$ cat src/rtl/midi_uart_rx.sv
// rtl/midi_uart_rx.sv - MIDI/UART receiver: synchroniser, mid-bit sampling FSM, FWFT receive FIFO
// Define MIDI_UART_RX_ERRCNT_EN to build the saturating framing-error counter.
module midi_uart_rx #(
  parameter int CLK_HZ      = 25000000,
  parameter int BAUD        = 31250,
  parameter int DATA_BITS   = 8,
  parameter int FIFO_DEPTH  = 4,
  parameter int SYNC_STAGES = 2
) (
  input  logic                          clk_25,
  input  logic                          rst,
  input  logic                          midi_rx,
  output logic [DATA_BITS-1:0]          rx_data,
  output logic                          rx_valid,
  input  logic                          rx_ready,
  output logic [$clog2(FIFO_DEPTH):0]   fifo_count,
  output logic                          busy,
  output logic                          frame_err,
  output logic                          overrun,
  output logic [7:0]                    err_count
);

  localparam int TICKS = CLK_HZ / BAUD;
  localparam int HALF  = TICKS / 2;
  localparam int TW    = $clog2(TICKS);
  localparam int BW    = $clog2(DATA_BITS);
  localparam int AW    = $clog2(FIFO_DEPTH);

  localparam logic [TW-1:0] HALF_M1  = TW'(HALF - 1);
  localparam logic [TW-1:0] TICKS_M1 = TW'(TICKS - 1);
  localparam logic [BW-1:0] BIT_LAST = BW'(DATA_BITS - 1);
  localparam logic [AW:0]   DEPTH_C  = (AW + 1)'(FIFO_DEPTH);

  typedef enum logic [2:0] {
    S_IDLE,
    S_START,
    S_DATA,
    S_STOP,
    S_BREAK
  } state_t;

  state_t                 r_state;
  state_t                 w_state_nx;
  logic [SYNC_STAGES-1:0] r_sync;
  logic                   r_rxs_prev;
  logic                   w_rxs;
  logic [TW-1:0]          r_tick;
  logic [TW-1:0]          w_tick_nx;
  logic [BW-1:0]          r_bit;
  logic [BW-1:0]          w_bit_nx;
  logic [DATA_BITS-1:0]   r_shift;
  logic [DATA_BITS-1:0]   w_shift_nx;
  logic                   w_push;
  logic                   w_ferr;

  logic [DATA_BITS-1:0]   r_mem [FIFO_DEPTH];
  logic [AW-1:0]          r_wptr;
  logic [AW-1:0]          r_rptr;
  logic [AW:0]            r_count;
  logic                   w_pop;
  logic                   w_full;
  logic                   w_wr;
  logic                   w_ovr;
  logic                   r_frame_err;
  logic                   r_overrun;

  assign w_rxs = r_sync[SYNC_STAGES-1];

  always_ff @(posedge clk_25 or posedge rst) begin
    if (rst) begin
      r_sync     <= '1;
      r_rxs_prev <= 1'b1;
    end else begin
      r_sync     <= {r_sync[SYNC_STAGES-2:0], midi_rx};
      r_rxs_prev <= w_rxs;
    end
  end

  always_ff @(posedge clk_25 or posedge rst) begin
    if (rst) begin
      r_state <= S_IDLE;
      r_tick  <= '0;
      r_bit   <= '0;
      r_shift <= '0;
    end else begin
      r_state <= w_state_nx;
      r_tick  <= w_tick_nx;
      r_bit   <= w_bit_nx;
      r_shift <= w_shift_nx;
    end
  end

  always_comb begin
    w_state_nx = r_state;
    w_tick_nx  = r_tick;
    w_bit_nx   = r_bit;
    w_shift_nx = r_shift;
    w_push     = 1'b0;
    w_ferr     = 1'b0;
    case (r_state)
      S_IDLE: begin
        if (!w_rxs && r_rxs_prev) begin
          w_state_nx = S_START;
          w_tick_nx  = '0;
        end
      end
      S_START: begin
        // A start bit that is no longer low at mid-bit is treated as line noise.
        if (r_tick == HALF_M1) begin
          w_tick_nx = '0;
          w_bit_nx  = '0;
          w_state_nx = w_rxs ? S_IDLE : S_DATA;
        end else begin
          w_tick_nx = r_tick + TW'(1);
        end
      end
      S_DATA: begin
        if (r_tick == TICKS_M1) begin
          w_tick_nx  = '0;
          w_shift_nx = {w_rxs, r_shift[DATA_BITS-1:1]};
          if (r_bit == BIT_LAST) begin
            w_bit_nx   = '0;
            w_state_nx = S_STOP;
          end else begin
            w_bit_nx = r_bit + BW'(1);
          end
        end else begin
          w_tick_nx = r_tick + TW'(1);
        end
      end
      S_STOP: begin
        if (r_tick == TICKS_M1) begin
          w_tick_nx = '0;
          if (w_rxs) begin
            w_push     = 1'b1;
            w_state_nx = S_IDLE;
          end else begin
            w_ferr     = 1'b1;
            w_state_nx = S_BREAK;
          end
        end else begin
          w_tick_nx = r_tick + TW'(1);
        end
      end
      S_BREAK: begin
        if (w_rxs) w_state_nx = S_IDLE;
      end
      default: w_state_nx = S_IDLE;
    endcase
  end

  // A pop frees the slot in the same cycle, so a full FIFO can still accept a byte.
  assign w_pop  = (r_count != '0) && rx_ready;
  assign w_full = (r_count == DEPTH_C);
  assign w_wr   = w_push && (!w_full || w_pop);
  assign w_ovr  = w_push && w_full && !w_pop;

  always_ff @(posedge clk_25 or posedge rst) begin
    if (rst) begin
      for (int i = 0; i < FIFO_DEPTH; i++) r_mem[i] <= '0;
      r_wptr  <= '0;
      r_rptr  <= '0;
      r_count <= '0;
    end else begin
      if (w_wr) begin
        r_mem[r_wptr] <= r_shift;
        r_wptr        <= r_wptr + AW'(1);
      end
      if (w_pop) r_rptr <= r_rptr + AW'(1);
      case ({w_wr, w_pop})
        2'b10:   r_count <= r_count + (AW + 1)'(1);
        2'b01:   r_count <= r_count - (AW + 1)'(1);
        default: r_count <= r_count;
      endcase
    end
  end

  always_ff @(posedge clk_25 or posedge rst) begin
    if (rst) begin
      r_frame_err <= 1'b0;
      r_overrun   <= 1'b0;
    end else begin
      r_frame_err <= w_ferr;
      r_overrun   <= w_ovr;
    end
  end

`ifdef MIDI_UART_RX_ERRCNT_EN
  logic [7:0] r_err_count;

  always_ff @(posedge clk_25 or posedge rst) begin
    if (rst) begin
      r_err_count <= 8'd0;
    end else if (w_ferr && (r_err_count != 8'hFF)) begin
      r_err_count <= r_err_count + 8'd1;
    end
  end

  assign err_count = r_err_count;
`else
  assign err_count = 8'd0;
`endif

  assign rx_data    = r_mem[r_rptr];
  assign rx_valid   = (r_count != '0);
  assign fifo_count = r_count;
  assign busy       = (r_state != S_IDLE);
  assign frame_err  = r_frame_err;
  assign overrun    = r_overrun;

endmodule

$ cat config.mk
export PLATFORM = sky130hd
export DESIGN_NAME = midi_uart_rx
export DESIGN_NICKNAME = d
export VERILOG_FILES = /design/src/rtl/midi_uart_rx.sv
export SDC_FILE = /design/constraint.sdc
export NUM_CORES = 1
export LEC_CHECK = 0
export CAP_MARGIN = 20
export CORE_MARGIN = 4
export CORE_UTILIZATION = 54
export CTS_CLUSTER_DIAMETER = 80
export DETAILED_ROUTE_END_ITERATION = 10
export GPL_ROUTABILITY_DRIVEN = 0
export HOLD_SLACK_MARGIN = 0.06
export PLACE_DENSITY = 0.85
export SETUP_SLACK_MARGIN = 0.4
export SYNTH_ARGS = -nofsm -noshare
export SYNTH_HDL_FRONTEND = slang
export SYNTH_SLANG_ARGS = --single-unit
$ cat constraint.sdc
create_clock -name clk_25 -period 5.8 [get_ports clk_25]
set_clock_uncertainty 0.1 [all_clocks]
set_input_delay 0.58 -clock clk_25 [delete_from_list [all_inputs] [get_ports clk_25]]
set_output_delay 0.58 -clock clk_25 [all_outputs]
set_load 0.05 [all_outputs]
==> summary.txt, run 1 <==
clk root buf: clkbuf_8
CTS tree: yes
Avg Inst Size Synth: 13.13 um^2
R2R Setup Slk: 3.06 ns
Primary FF master, synth: dfrtp_1
Tot GR Track Use: 0.1768
IO Pins: 27
clk buf depth: 2
Final period util: 0.5356
Final setup violation count: 0
Final Hold Vio Count: 0
Fin Setup TNS: 0 ns
TritonCTS buffer count: 9
site row count: 28
drc violations: 0
Synth Area in Adders: 0.03466
die area: 7764 um^2
post-CTS setup buffers: 0
Max rail drop VDD: 0.2245 mV
post-synthesis simple-gate area fraction: 0.1253
pwr dens: 334.3 nW/um^2
clock sinks: 68
xor and xnor area share after synthesis: 0.01769
DR iter-0 viols: 94
Multi-input gate area: 1628 um^2
Final Non-Filler Cells: 364
largest family of logic cells by synthesized area: multiplexers
WHS: 0.2596 ns
initial antenna violation count: 0
Avg WL per Cell: 16.73 um
Crit Path Max Fanout: 10
largest net degree at the start of global routing: 69
Crit path arrival time: 2.43 ns
DIE WIDTH: 88.12 um
Lkg Pwr: 1.802 nW
register area: 1705 um^2
Slew Limit Fails: 0
number of global-route vias before repair: 2126
Worst-path clk slew: 0.08 ns
share of post-route cells with drive strength above 1: 0.2872
Yosys Warn Count: 0
element type at the critical path end: primary output
WL final: 6089 um
#FFs+latches synth: 68
Least-Margin Pin Slew: 0.8365 ns
Core Util, Final: 0.6389
post-synthesis mux area share: 0.2191
Layout area overhead: 11.73%
Starting Density: 0.5718
cts repair resizes: 0
port bufs: 18
crit path launch type: flip-flop
Yosys cell types: 56
Data required, critical path: 5.12 ns
register area share after synthesis: 0.4921
GRT Residual Overflow: 0
H-tree depth: 3
post-DR vias/cell: 5.734
Worst Hold Class: flip-flop to flip-flop
die height: 88.12 um
Setup CP Type: flip-flop to primary output
drt pass-1 iters: 4
Worst slew margin: 0.4423
EDFF count, synth: 0
first-pass GRT wire length: 10360 um
Max Freq: 321.9 MHz
Synth Area in Compound Gates: 0.06426
FFs w/ async S/R, synth: 1.000
Post-DP HPWL: 4034 um
Mapped Cells: 264
cts hold-fix bufs: 0
final worst path period need: 3.107 ns
total core area: 6061 um^2
Vias: 2087
max-capacitance violation count: 0
# diodes: 0
nets: 297
clk_lat worst skew: 0.34 ns
Final ANT Viol Nets: 0
Post-Syn Area: 3466 um^2
Fill cells: 467
Inst Count DP: 348
status: completed
RSZ-0062 raised after global routing: no
[area by class of cell]
type | count | area share
clock buffers | 10 | 0.03296
clock inverters | 6 | 0.02294
inverters | 11 | 0.01066
multi-input cells | 175 | 0.4204
flip-flops and latches | 68 | 0.4404
well taps | 75 | 0.02423
repair buffers | 19 | 0.04847
[per-stage QoR]
stage	power (mW)	worst slack, ns	cell area, um^2
2_1_floorplan	0.8239	3.207	3492
4_1_cts	1.311	2.636	3872
3_5_place_dp	0.8838	2.897	3656
5_1_grt	1.369	2.550	3872
3_3_place_gp	0.8756	2.936	3656
6_report	1.294	2.693	3872
[power breakdown]
| part | total, mW | internal, mW | switching [mW] |
|---|---|---|---|
| clock network | 0.423 | 0.242 | 0.181 |
| logic | 0.265 | 0.111 | 0.153 |
| registers | 0.607 | 0.520 | 0.0867 |
| total | 1.29 | 0.873 | 0.421 |
[flip-flops by register name (all words and copies together), names as in the netlist]
register	count
r_mem	32
r_rxs_prev	1
fifo_count	3
r_shift	8
r_wptr	2
r_sync	2
r_tick	10
r_rptr	2
overrun	1
frame_err	1
r_state	3
r_bit	3
[critical path: stages (launching register included)]
cell and delay [ns]:
dfrtp_1 0.76, mux4_2 0.60, clkdlybuf4s50_1 0.72
[cells in the mapped netlist (all sizes together) (2+ instances only)]
cell type | number | area [um^2]
a21oi | 7 | 35.03
a31oi | 2 | 25.02
and3 | 2 | 12.51
buf | 15 | 108.8
clkbuf | 2 | 8.750
dfrtp | 65 | 1627
dfstp | 3 | 78.83
ha | 8 | 100.1
inv | 11 | 41.29
mux2 | 43 | 559.3
mux2i | 2 | 20.02
mux4 | 8 | 180.2
nand2 | 16 | 60.06
nand2b | 3 | 18.77
nand3 | 7 | 85.08
nand4 | 3 | 25.02
nor2 | 8 | 30.03
nor2b | 4 | 25.02
nor3 | 6 | 30.03
nor3b | 2 | 15.01
nor4 | 3 | 18.77
nor4b | 2 | 32.53
o21ai | 11 | 58.81
o22ai | 3 | 18.77
or4b | 2 | 20.02
xnor2 | 3 | 26.28
xor2 | 4 | 35.03
[path summary, 6_finish.rpt]
| kind | from | end | cells past startpoint |
|---|---|---|---|
| setup / recovery | r_rptr[0] | rx_data[4] | 2 |
| hold / removal | r_sync[0] | r_sync[1] | 0 |
| setup reg to reg | r_tick[5] | fifo_count[2] | 9 |
| hold reg to reg | r_sync[0] | r_sync[1] | 0 |
| max in group asynchronous | rst | r_tick[2] | 3 |
| min in group asynchronous | rst | r_mem[15] | 3 |
[logic make-up after synthesis]
group                      count (synthesis)
DFF                                       68
and+or+nand+nor                           65
muxes                                     53
AOI/OAI and AO/OA                         33
buffers and inverters                     28
adders and majority gates                  9
xor gates and xnor gates                   7
other                                      1
[per-layer routing]
layer | part of all wire | vias to the layer above | global-route usage
met2 | 0.50 | 44 | 0.2959
met4 | 0.013 | 0 | 0.06593
met3 | 0.043 | 11 | 0.05644
met5 | 0 | - | 0
met1 | 0.44 | 1045 | 0.2146
li1 | - | 987 | -
[cell usage in the layout, fill, tap and decap left out, types with 9 or more instances in the layout]
cell / n
inv_1: 10
o21ai_0: 10
dfrtp_1: 65
mux2_4: 20
clkbuf_8: 9
clkdlybuf4s50_1: 18
mux2_2: 23
nand2_1: 16
Note: power is estimated with default switching activity, not from simulation.
==> run 2: changes to the inputs <==
--- a/config.mk
+++ b/config.mk
@@ -7,7 +7,7 @@
 export LEC_CHECK = 0
 export CAP_MARGIN = 20
 export CORE_MARGIN = 4
-export CORE_UTILIZATION = 54
+export CORE_UTILIZATION = 52
 export CTS_CLUSTER_DIAMETER = 80
 export DETAILED_ROUTE_END_ITERATION = 10
 export GPL_ROUTABILITY_DRIVEN = 0
==> constraint.sdc (replaced) <==
create_clock -name clk_25 -period 2.55 [get_ports clk_25]
set_clock_uncertainty 0.1 [all_clocks]
set_input_delay 0.255 -clock clk_25 [delete_from_list [all_inputs] [get_ports clk_25]]
set_output_delay 0.255 -clock clk_25 [all_outputs]
set_load 0.05 [all_outputs]
==> run 2 against run 1 <==
Effect of this change:
- clock power grew 130%
- combinational power rose to 3.0 times the previous value
- die area grew 3.5%
- via count increased by 9.9%
- design area is 8.8% higher
- sequential share of layout area is 3.4 points lower
- sequential cell count did not move
- non-clock buffer count up 35
- count of clock-buffer cells in the layout fell by 1
- global-route usage grew 2.8 points
- critical path type is now flip-flop to flip-flop
- cell count increased by 9.9%
- sequential power increased by 130%
==> summary.txt, run 2 (synthesis gave the netlist of run 1 again) <==
IO Pins: 27 (unchanged)
total core area: 6422 um^2 (was 6061 um^2)
DIE WIDTH: 89.64 um (was 88.12 um)
critical path's slowest cell: or4b_4 (was dfrtp_1)
Final period util: 0.9368
TritonCTS buffer count: 9 (unchanged)
pwr dens: 743.6 nW/um^2 (was 334.3 nW/um^2)
Fin Setup TNS: 0 ns (unchanged)
Worst Hold Class: primary input to async pin (was flip-flop to flip-flop)
clk root buf: clkbuf_8 (unchanged)
drc violations: 0 (unchanged)
clk_lat worst skew: 0.34 ns (about the same)
FF-to-FF End: fifo_count[2] (unchanged)
R2R depth: 8 (was 9)
largest net degree at the start of global routing: 34 (was 69)
H-tree depth: 3 (unchanged)
crit path cell chain: or4b_4 > or4b_4 > ha_4 > inv_2 > fa_1 > xor2_1 > nor2_1 > xor2_1 (was mux4_2 > clkdlybuf4s50_1)
max reg flops: 32 (unchanged)
worst setup path endpoint: fifo_count[2] (was rx_data[4])
initial antenna violation count: 0 (unchanged)
family with the most delay on the worst path: simple AND/OR/NAND/NOR gates (was flip-flops)
share of post-route cells with drive strength above 1: 0.4303 (was 0.2872)
Layout area overhead: 21.52% (was 11.73%)
Final setup violation count: 0 (unchanged)
Worst Setup SP: fifo_count[1] (was r_rptr[0])
max-capacitance violation count: 0 (unchanged)
Lkg Pwr: 2.004 nW (was 1.802 nW)
GRT Residual Overflow: 0 (unchanged)
R2R Setup Slk: 0.16 ns (was 3.06 ns)
nets: 332 (was 297)
post-DR vias/cell: 5.733 (was 5.734)
Avg WL per Cell: 18.25 um (was 16.73 um)
Crit Path Max Fanout: 4 (was 10)
# diodes: 0 (unchanged)
Least-Margin Pin Slew: 0.6124 ns (was 0.8365 ns)
Final Hold Vio Count: 0 (unchanged)
die area: 8035 um^2 (was 7764 um^2)
Max rail drop VDD: 0.8601 mV (was 0.2245 mV)
Largest regs: r_mem (32), r_tick (10), r_shift (8) (unchanged)
CP peak stage delay: 0.56 ns (was 0.76 ns)
port bufs: 18 (unchanged)
element type at the critical path end: flip-flop (was primary output)
Final ANT Viol Nets: 0 (unchanged)
most common cell after layout, fill and taps aside: dfrtp_1 (unchanged)
Core Util, Final: 0.6558 (was 0.6389)
Worst slew margin: 0.5917 (was 0.4423)
first-pass GRT wire length: 12320 um (was 10360 um)
DR iter-0 viols: 126 (was 94)
Vias: 2293 (was 2087)
Tot GR Track Use: 0.2052 (was 0.1768)
final worst path period need: 2.389 ns
clk buf depth: 2 (unchanged)
status: completed (unchanged)
crit path launch type: flip-flop (unchanged)
RR Startpoint: fifo_count[1] (was r_tick[5])
cts hold-fix bufs: 0 (unchanged)
Crit path buffers/inverters: 1 (unchanged)
Crit path arrival time: 2.56 ns (was 2.43 ns)
Post-DP HPWL: 4679 um (was 4034 um)
register with the most flip-flops: r_mem (unchanged)
site row count: 29 (was 28)
Setup CP Type: flip-flop to flip-flop (was flip-flop to primary output)
WL final: 7298 um (was 6089 um)
Slew Limit Fails: 0 (unchanged)
die height: 89.64 um (was 88.12 um)
number of global-route vias before repair: 2471 (was 2126)
Starting Density: 0.5396 (was 0.5718)
most frequent cells in the layout: 60 x dfrtp_1, 37 x buf_4, 23 x mux2_2 (was 65 x dfrtp_1, 23 x mux2_2, 20 x mux2_4)
Data required, critical path: 2.72 ns (was 5.12 ns)
critical path depth in cells: 8 (was 2)
clock sinks: 68 (unchanged)
Worst-path clk slew: 0.07 ns (was 0.08 ns)
CTS tree: yes (unchanged)
RSZ-0062 raised after global routing: yes (was no)
drt pass-1 iters: 4 (unchanged)
Max Freq: 418.6 MHz
-- run 2: changes by cell type in the layout (fill, tap and decap cells not counted), sizes merged --
| cell | before | now |
|---|---|---|
| inv | 11 | 12 |
| clkdlybuf4s50 | 18 | 8 |
| buf | 1 | 44 |
| clkbuf | 10 | 9 |
| clkinv | 2 | 1 |
| dlygate4sd2 | 0 | 2 |
-- run 2: power by group --
group / switching (mW) / leakage (nW) / internal (mW)
Sequential: 0.188 / 0.905 / 1.19
Clock: 0.419 / 0.102 / 0.546
Combinational: 0.435 / 0.997 / 0.354
-- run 2: routing by layer --
metal / wire, um / GRT usage / up-vias
met5: 0 / 0 / -
li1: - / - / 1058
met2: 3659 / 0.3411 / 65
met3: 314 / 0.06204 / 11
met4: 157 / 0.07172 / 0
met1: 3165 / 0.2543 / 1159
-- run 2: how the worst min path moves through the flow --
stage,cells after the start,start,endpoint
3_5_place_dp,0,r_sync[0],r_sync[1]
3_3_place_gp,0,r_sync[0],r_sync[1]
2_1_floorplan,0,midi_rx,r_sync[0]
4_1_cts,2,rst,r_shift[0]
5_1_grt,1,midi_rx,r_sync[0]
6_report,2,rst,r_tick[9]
-- run 2: what timing repair did --
action,in CTS,in global routing
buffers inserted,19,2
pin swaps,1,5
endpoints found under the setup margin,35,12
resized for setup,7,10
cloned,0,0
-- run 2: area by class of cell --
cell class	count	area, um^2
fill	444	2211
sequential	68	1712
multi-input combinational	175	1687
timing repair buffer	54	462.9
clock buffer	9	123.9
tap	77	96.34
clock inverter	6	88.84
inverter	11	41.29
-- run 2: through the flow --
step	power (mW)	hold WS [ns]	instances	setup slack, ns	area, um^2
2_1_floorplan	1.900	0.1595	271	0.2012	3521
3_3_place_gp	2.049	0.2474	364	0.02338	3785
3_5_place_dp	2.083	0.2496	364	-0.02039	3785
4_1_cts	3.108	0.1958	398	0.2624	4154
5_1_grt	3.288	0.1993	400	0.08383	4212
6_report	3.132	0.1973	400	0.1613	4212
